<file path="config.mk">
export PLATFORM = sky130hd
export DESIGN_NAME = hilo_div_sequencer
export DESIGN_NICKNAME = d
export VERILOG_FILES = /design/src/rtl/cpu_defs_pkg.sv /design/src/rtl/hilo_div_sequencer_div_step.sv /design/src/rtl/hilo_div_sequencer.sv
export SDC_FILE = /design/constraint.sdc
export NUM_CORES = 1
export LEC_CHECK = 0
export CORE_UTILIZATION = 35
export CTS_CLUSTER_SIZE = 10
export DETAILED_ROUTE_END_ITERATION = 8
export PLACE_DENSITY = 0.6
export SLEW_MARGIN = 30
export SYNTH_ARGS = -nofsm -noshare
export SYNTH_HDL_FRONTEND = slang
export SYNTH_SLANG_ARGS = --single-unit
</file>
<file path="constraint.sdc">
create_clock -name clk -period 10.1 [get_ports clk]
set_input_delay 1.515 -clock clk [delete_from_list [all_inputs] [get_ports clk]]
set_output_delay 1.515 -clock clk [all_outputs]
set_load 0.02 [all_outputs]
</file>
<file path="src/rtl/cpu_defs_pkg.sv">
// ============================================================================
// Module      : cpu_defs_pkg
// Description : Shared CPU definitions: divider state encoding, HI/LO write codes
// Revision    : 1.0  initial release
// ============================================================================
`default_nettype none

package cpu_defs_pkg;

    typedef enum logic [1:0] {
        DIV_IDLE    = 2'd0,
        DIV_DIVZERO = 2'd1,
        DIV_RUN     = 2'd2,
        DIV_DONE    = 2'd3
    } div_state_t;

    // writeHILO encoding carried by the EX/MEM pipeline register
    localparam logic [1:0] HILO_NONE = 2'b00;
    localparam logic [1:0] HILO_LO   = 2'b01;
    localparam logic [1:0] HILO_HI   = 2'b10;
    localparam logic [1:0] HILO_BOTH = 2'b11;

endpackage

`default_nettype wire

</file>
<file path="src/rtl/hilo_div_sequencer_div_step.sv">
// ============================================================================
// Module      : div_step
// Description : One combinational radix-2 restoring divide iteration
// Revision    : 1.0  initial release
// ============================================================================
`default_nettype none

module div_step #(
    parameter int DATA_W = 32
) (
    input  logic [DATA_W-1:0] rem_i,
    input  logic [DATA_W-1:0] quo_i,
    input  logic [DATA_W-1:0] divisor_i,
    output logic [DATA_W-1:0] rem_o,
    output logic [DATA_W-1:0] quo_o
);

    logic [DATA_W:0]   w_shift;
    logic              w_ge;
    logic [DATA_W-1:0] w_diff;

    // Shifted partial remainder needs one extra bit; when it is >= divisor the
    // true difference is below the divisor, so the low DATA_W bits are exact.
    assign w_shift = {rem_i, quo_i[DATA_W-1]};
    assign w_ge    = (w_shift >= {1'b0, divisor_i});
    assign w_diff  = w_shift[DATA_W-1:0] - divisor_i;

    assign rem_o = w_ge ? w_diff : w_shift[DATA_W-1:0];
    assign quo_o = {quo_i[DATA_W-2:0], w_ge};

endmodule

`default_nettype wire

</file>
<file path="src/rtl/hilo_div_sequencer.sv">
// ============================================================================
// Module      : hilo_div_sequencer
// Description : Multi-cycle DIV/DIVU controller producing a HI/LO write
// Revision    : 1.0  initial release
// ============================================================================
`default_nettype none

module hilo_div_sequencer
    import cpu_defs_pkg::*;
#(
    parameter int DATA_W = 32
) (
    input  logic              clk,
    input  logic              rst,
    input  logic              start_i,
    input  logic              signed_i,
    input  logic [DATA_W-1:0] dividend_i,
    input  logic [DATA_W-1:0] divisor_i,
    input  logic              annul_i,
    output logic              stall_o,
    output logic              ready_o,
    output logic [1:0]        writeHILO_o,
    output logic [DATA_W-1:0] HI_data_o,
    output logic [DATA_W-1:0] LO_data_o
);

    localparam int              CNT_W      = (DATA_W > 1) ? $clog2(DATA_W) : 1;
    localparam logic [CNT_W-1:0] c_cnt_last = CNT_W'(DATA_W - 1);

    div_state_t        r_state;
    div_state_t        w_state_nxt;
    logic [CNT_W-1:0]  r_cnt;
    logic [DATA_W-1:0] r_rem;
    logic [DATA_W-1:0] r_quo;
    logic [DATA_W-1:0] r_dvs;
    logic              r_neg_q;
    logic              r_neg_r;
    logic [DATA_W-1:0] r_hi;
    logic [DATA_W-1:0] r_lo;

    logic              w_accept;
    logic              w_dvs_zero;
    logic              w_dvd_neg;
    logic              w_dvs_neg;
    logic [DATA_W-1:0] w_dvd_mag;
    logic [DATA_W-1:0] w_dvs_mag;
    logic [DATA_W-1:0] w_step_rem;
    logic [DATA_W-1:0] w_step_quo;
    logic [DATA_W-1:0] w_fix_q;
    logic [DATA_W-1:0] w_fix_r;
    logic              w_last;

    assign w_accept   = (r_state == DIV_IDLE) && start_i && !annul_i;
    assign w_dvs_zero = (divisor_i == '0);
    assign w_dvd_neg  = signed_i && dividend_i[DATA_W-1];
    assign w_dvs_neg  = signed_i && divisor_i[DATA_W-1];
    assign w_dvd_mag  = w_dvd_neg ? (-dividend_i) : dividend_i;
    assign w_dvs_mag  = w_dvs_neg ? (-divisor_i) : divisor_i;
    assign w_last     = (r_cnt == c_cnt_last);

    div_step #(
        .DATA_W (DATA_W)
    ) u_div_step (
        .rem_i     (r_rem),
        .quo_i     (r_quo),
        .divisor_i (r_dvs),
        .rem_o     (w_step_rem),
        .quo_o     (w_step_quo)
    );

    // Sign fix; the most-negative / -1 case wraps back to itself naturally.
    assign w_fix_q = r_neg_q ? (-w_step_quo) : w_step_quo;
    assign w_fix_r = r_neg_r ? (-w_step_rem) : w_step_rem;

    always_comb begin
        w_state_nxt = r_state;
        case (r_state)
            DIV_IDLE: begin
                if (start_i && !annul_i) begin
                    w_state_nxt = w_dvs_zero ? DIV_DIVZERO : DIV_RUN;
                end
            end
            DIV_DIVZERO: w_state_nxt = DIV_DONE;
            DIV_RUN: begin
                if (w_last) begin
                    w_state_nxt = DIV_DONE;
                end
            end
            DIV_DONE: w_state_nxt = DIV_IDLE;
            default:  w_state_nxt = DIV_IDLE;
        endcase
        if (annul_i) begin
            w_state_nxt = DIV_IDLE;
        end
    end

    always_ff @(posedge clk) begin
        if (rst) begin
            r_state <= DIV_IDLE;
            r_cnt   <= '0;
            r_rem   <= '0;
            r_quo   <= '0;
            r_dvs   <= '0;
            r_neg_q <= 1'b0;
            r_neg_r <= 1'b0;
            r_hi    <= '0;
            r_lo    <= '0;
        end else begin
            r_state <= w_state_nxt;
            case (r_state)
                DIV_IDLE: begin
                    if (w_accept) begin
                        // Divide-by-zero keeps the raw dividend for HI.
                        r_quo   <= w_dvs_zero ? dividend_i : w_dvd_mag;
                        r_rem   <= '0;
                        r_cnt   <= '0;
                        r_dvs   <= w_dvs_mag;
                        r_neg_q <= w_dvd_neg ^ w_dvs_neg;
                        r_neg_r <= w_dvd_neg;
                    end
                end
                DIV_RUN: begin
                    r_rem <= w_step_rem;
                    r_quo <= w_step_quo;
                    r_cnt <= r_cnt + 1'b1;
                    // Results land on entry to DONE so they are valid with ready_o.
                    if (w_last && !annul_i) begin
                        r_hi <= w_fix_r;
                        r_lo <= w_fix_q;
                    end
                end
                DIV_DIVZERO: begin
                    if (!annul_i) begin
                        r_hi <= r_quo;
                        r_lo <= '1;
                    end
                end
                default: begin
                end
            endcase
        end
    end

    assign stall_o     = w_accept || (r_state == DIV_DIVZERO) || (r_state == DIV_RUN);
    assign ready_o     = (r_state == DIV_DONE);
    assign writeHILO_o = (r_state == DIV_DONE) ? HILO_BOTH : HILO_NONE;
    assign HI_data_o   = r_hi;
    assign LO_data_o   = r_lo;

endmodule

`default_nettype wire

</file>
==> metrics.yaml <==
clock_tree:
  htree_levels: 4
  cts_buffers: 17
  tritoncts: "done"
  cts_buffer_depth: 2
  cts_hold_buffers: 0
  clkLatencyLatePin_ns: 0.44
  root_buffer: "clkbuf_16"
  cts.clk_slew.worst_paths_ns: 0.07
  post_cts_buffers: 0
  cts-resized-gates: 0
  cts_sinks: 169
sta:
  rsz0062_at_grt: "no"
  fin_skew_ns: 0.0162
  setup_tns_ns: 0
  whs_ns: 0.466
  setup_viol: 0
  relSlewSlack_pct: 34.6
  maxSlewViolCount: 0
  hold_viol_final: 0
  period_needed_ns: 5.36
  setup_ws_ns: 4.74
  timing.fmax_mhz: 187
  finalCritPeriodShare_pct: 53.0
  worst_pin_slew_ns: 0.973
critical_path:
  crit_required_ns: 10.45
  start_kind: "register"
  cp.arrival_ns: 5.70
  cp.buffers_inverters: 1
  worstSetupPathType: "register to register"
  cp_max_fo: 53
  r2r_start: "r_rem[5]"
  worstReg2RegEnd: "HI_data_o[28]"
  critPathMaxStageDelay_ns: 0.52
  r2r_slack_ns: 4.74
  crit_chain: "ha_1, nand4_1, nor4_1, a32oi_1, a22o_1, nand3_2, buf_4, mux2i_1, ha_1, nand2_1, or3_1, a31oi_1, a32oi_1, a211o_1, nor3_1, a21boi_0, xnor2_1, a211oi_1"
  slowest_stage: "ha_1"
  cp_num_cells: 18
  ff2ff_path_depth: 18
  cp-startpoint: "r_rem[5]"
  cp-end-kind: "register"
  cp-endpoint: "HI_data_o[28]"
  cp_top_family: "compound AO/OA/AOI/OAI gates"
yosys:
  synth-async-reset-ratio_pct: 0
  synth_seq_cells: 169
  netlist_area_sq_mm: 0.0121
  ys_warn_count: 0
  synth_fp_nets: 1778
  synth_edf_count: 0
  ys_seq_area_share_pct: 28.0
  syn_inst: 1666
  syn_avg_cell_area_sq_um: 7.25
  synth_cell_types: 80
  synth_flop_cell: "dfxtp_1"
min_path:
  min_path_type: "register to register"
place:
  pre_cts_ws_ns: 4.79
  dp.cells: 2141
  place_congestion: 0.906
  place_area_sq_mm: 0.0136
  port_buffers: 136
  hpwlAfterDp_microns: 29000
pwr:
  powerDensity_mw_per_mm2: 135
  peakVddDrop_v: 0.000123
  total_leakage_power_nw: 5.28
  total_power_mw: 1.93
route:
  via_per_inst: 5.67
  vias: 12300
  wl_per_cell_microns: 17.9
  dr.pass1.iters: 8
  drc: 0
  wirelength_microns: 38900
  drtIter0Drc: 1178
  drtAntennaViolNets: 0
final_layout:
  syn2layout_area_growth_pct: 17.7
  nFillCells: 3488
  utilization_pct: 42.1
  drive_gt1_share_pct: 4.81
  finalNetCount: 1824
  final_area_sq_mm: 0.0142
  antennaDiodeCount: 0
  finalNonFillerCells: 2173
global_route:
  grt_usage_pct: 21.8
  grt_pass1_wl_microns: 62400
  grt_start_max_net_pins: 78
  grt_overflow_total: 0
  antenna_found_initial: 0
  grt_pass1_vias: 11200
floorplanning:
  core_sq_mm: 0.0338
  start_util_pct: 35.8
  num_rows: 67
  fp.dieArea_sq_mm: 0.0353
  fp.dieW_microns: 188
  io_pins: 137
  chipHeight_microns: 188
run_status:
  status: "finished clean"
flow_run:
  max-cap-violations: 0
[layer usage]
| layer | share of wire [%] | up-vias | track usage (%) |
|---|---|---|---|
| li1 | - | 6097 | - |
| met3 | 5.9 | 32 | 2.79 |
| met1 | 48 | 5756 | 31.4 |
| met4 | 1.9 | 0 | 5.82 |
| met2 | 44 | 431 | 34.1 |
| met5 | 0 | - | 0 |
[cells by family after synthesis]
logic type      after synthesis  synth area share (%)
buf+inv                     181                  5.84
compound gates              536                  28.7
fa+ha+maj                    43                  4.52
xor+xnor                    121                  8.77
simple gates                596                  22.4
mux                          20                  1.72
flops                       169                  28.0
[cell usage in the layout (no fill, tap or decap), types with 16 or more instances in the layout]
cell	n
inv_1	57
clkbuf_16	17
nor3_1	44
xor2_1	83
a22oi_1	24
or3_1	25
o31ai_1	25
dfxtp_1	169
nor2_1	172
nand3_1	19
a211oi_1	48
xnor2_1	38
or4_1	16
o211ai_1	23
nand2_1	233
clkdlybuf4s50_1	135
ha_1	42
o21ai_0	133
a21oi_1	143
[tightest hold or removal path, stage by stage (launching register included)]
cell and delay [ns]:
dfxtp_1 0.31, nand2_1 0.06, a21oi_1 0.05
[flip-flops by register name, indices dropped and copies added, names as in the netlist]
register and cells:
LO_data_o 32, r_rem 32, r_quo 32, r_cnt 5, r_neg_r 1, r_neg_q 1, r_dvs 32, HI_data_o 32
r_state 2
[power breakdown]
part / total [mW] / internal (mW) / switching, mW / leakage (nW)
Clock: 0.658 / 0.341 / 0.318 / 0.278
Combinational: 0.523 / 0.199 / 0.324 / 3.63
Sequential: 0.745 / 0.702 / 0.0425 / 1.37
Total: 1.93 / 1.24 / 0.685 / 5.28
[cell usage after synthesis (19+ instances only)]
master	instances	share of area, %
a211oi_1	48	3.0
a21oi_1	143	5.9
a22oi_1	24	1.5
clkbuf_1	105	3.3
dfxtp_1	169	28
ha_1	42	4.4
inv_1	58	1.8
nand2_1	233	7.2
nand3_1	19	0.79
nor2_1	174	5.4
nor3_1	45	1.9
o211ai_1	23	1.4
o21ai_0	134	5.6
o31ai_1	25	1.6
or3_1	25	1.3
xnor2_1	38	2.8
xor2_1	83	6.0
[final cells by class]
type | count | area (sq um) | share of cell area (%)
Clock buffer | 19 | 453 | 3.18
Clock inverter | 13 | 128 | 0.897
Inverter | 58 | 218 | 1.53
Multi-Input combinational cell | 1316 | 8020 | 56.4
Sequential cell | 169 | 3380 | 23.8
Tap cell | 448 | 561 | 3.94
Timing Repair Buffer | 150 | 1460 | 10.3
[how the worst min path moves through the flow]
| stage | start | cells past startpoint | end | slack [ns] |
|---|---|---|---|---|
| after floorplan | r_cnt[3] | 1 | r_cnt[3] | 0.43 |
| after global placement | r_neg_r | 2 | r_neg_r | 0.44 |
| after detailed placement | r_neg_q | 2 | r_neg_q | 0.45 |
| after CTS | r_neg_q | 2 | r_neg_q | 0.46 |
| after global routing | r_cnt[3] | 1 | r_cnt[3] | 0.50 |
| final | r_neg_q | 2 | r_neg_q | 0.47 |
Power figures use the tool's default switching activity.
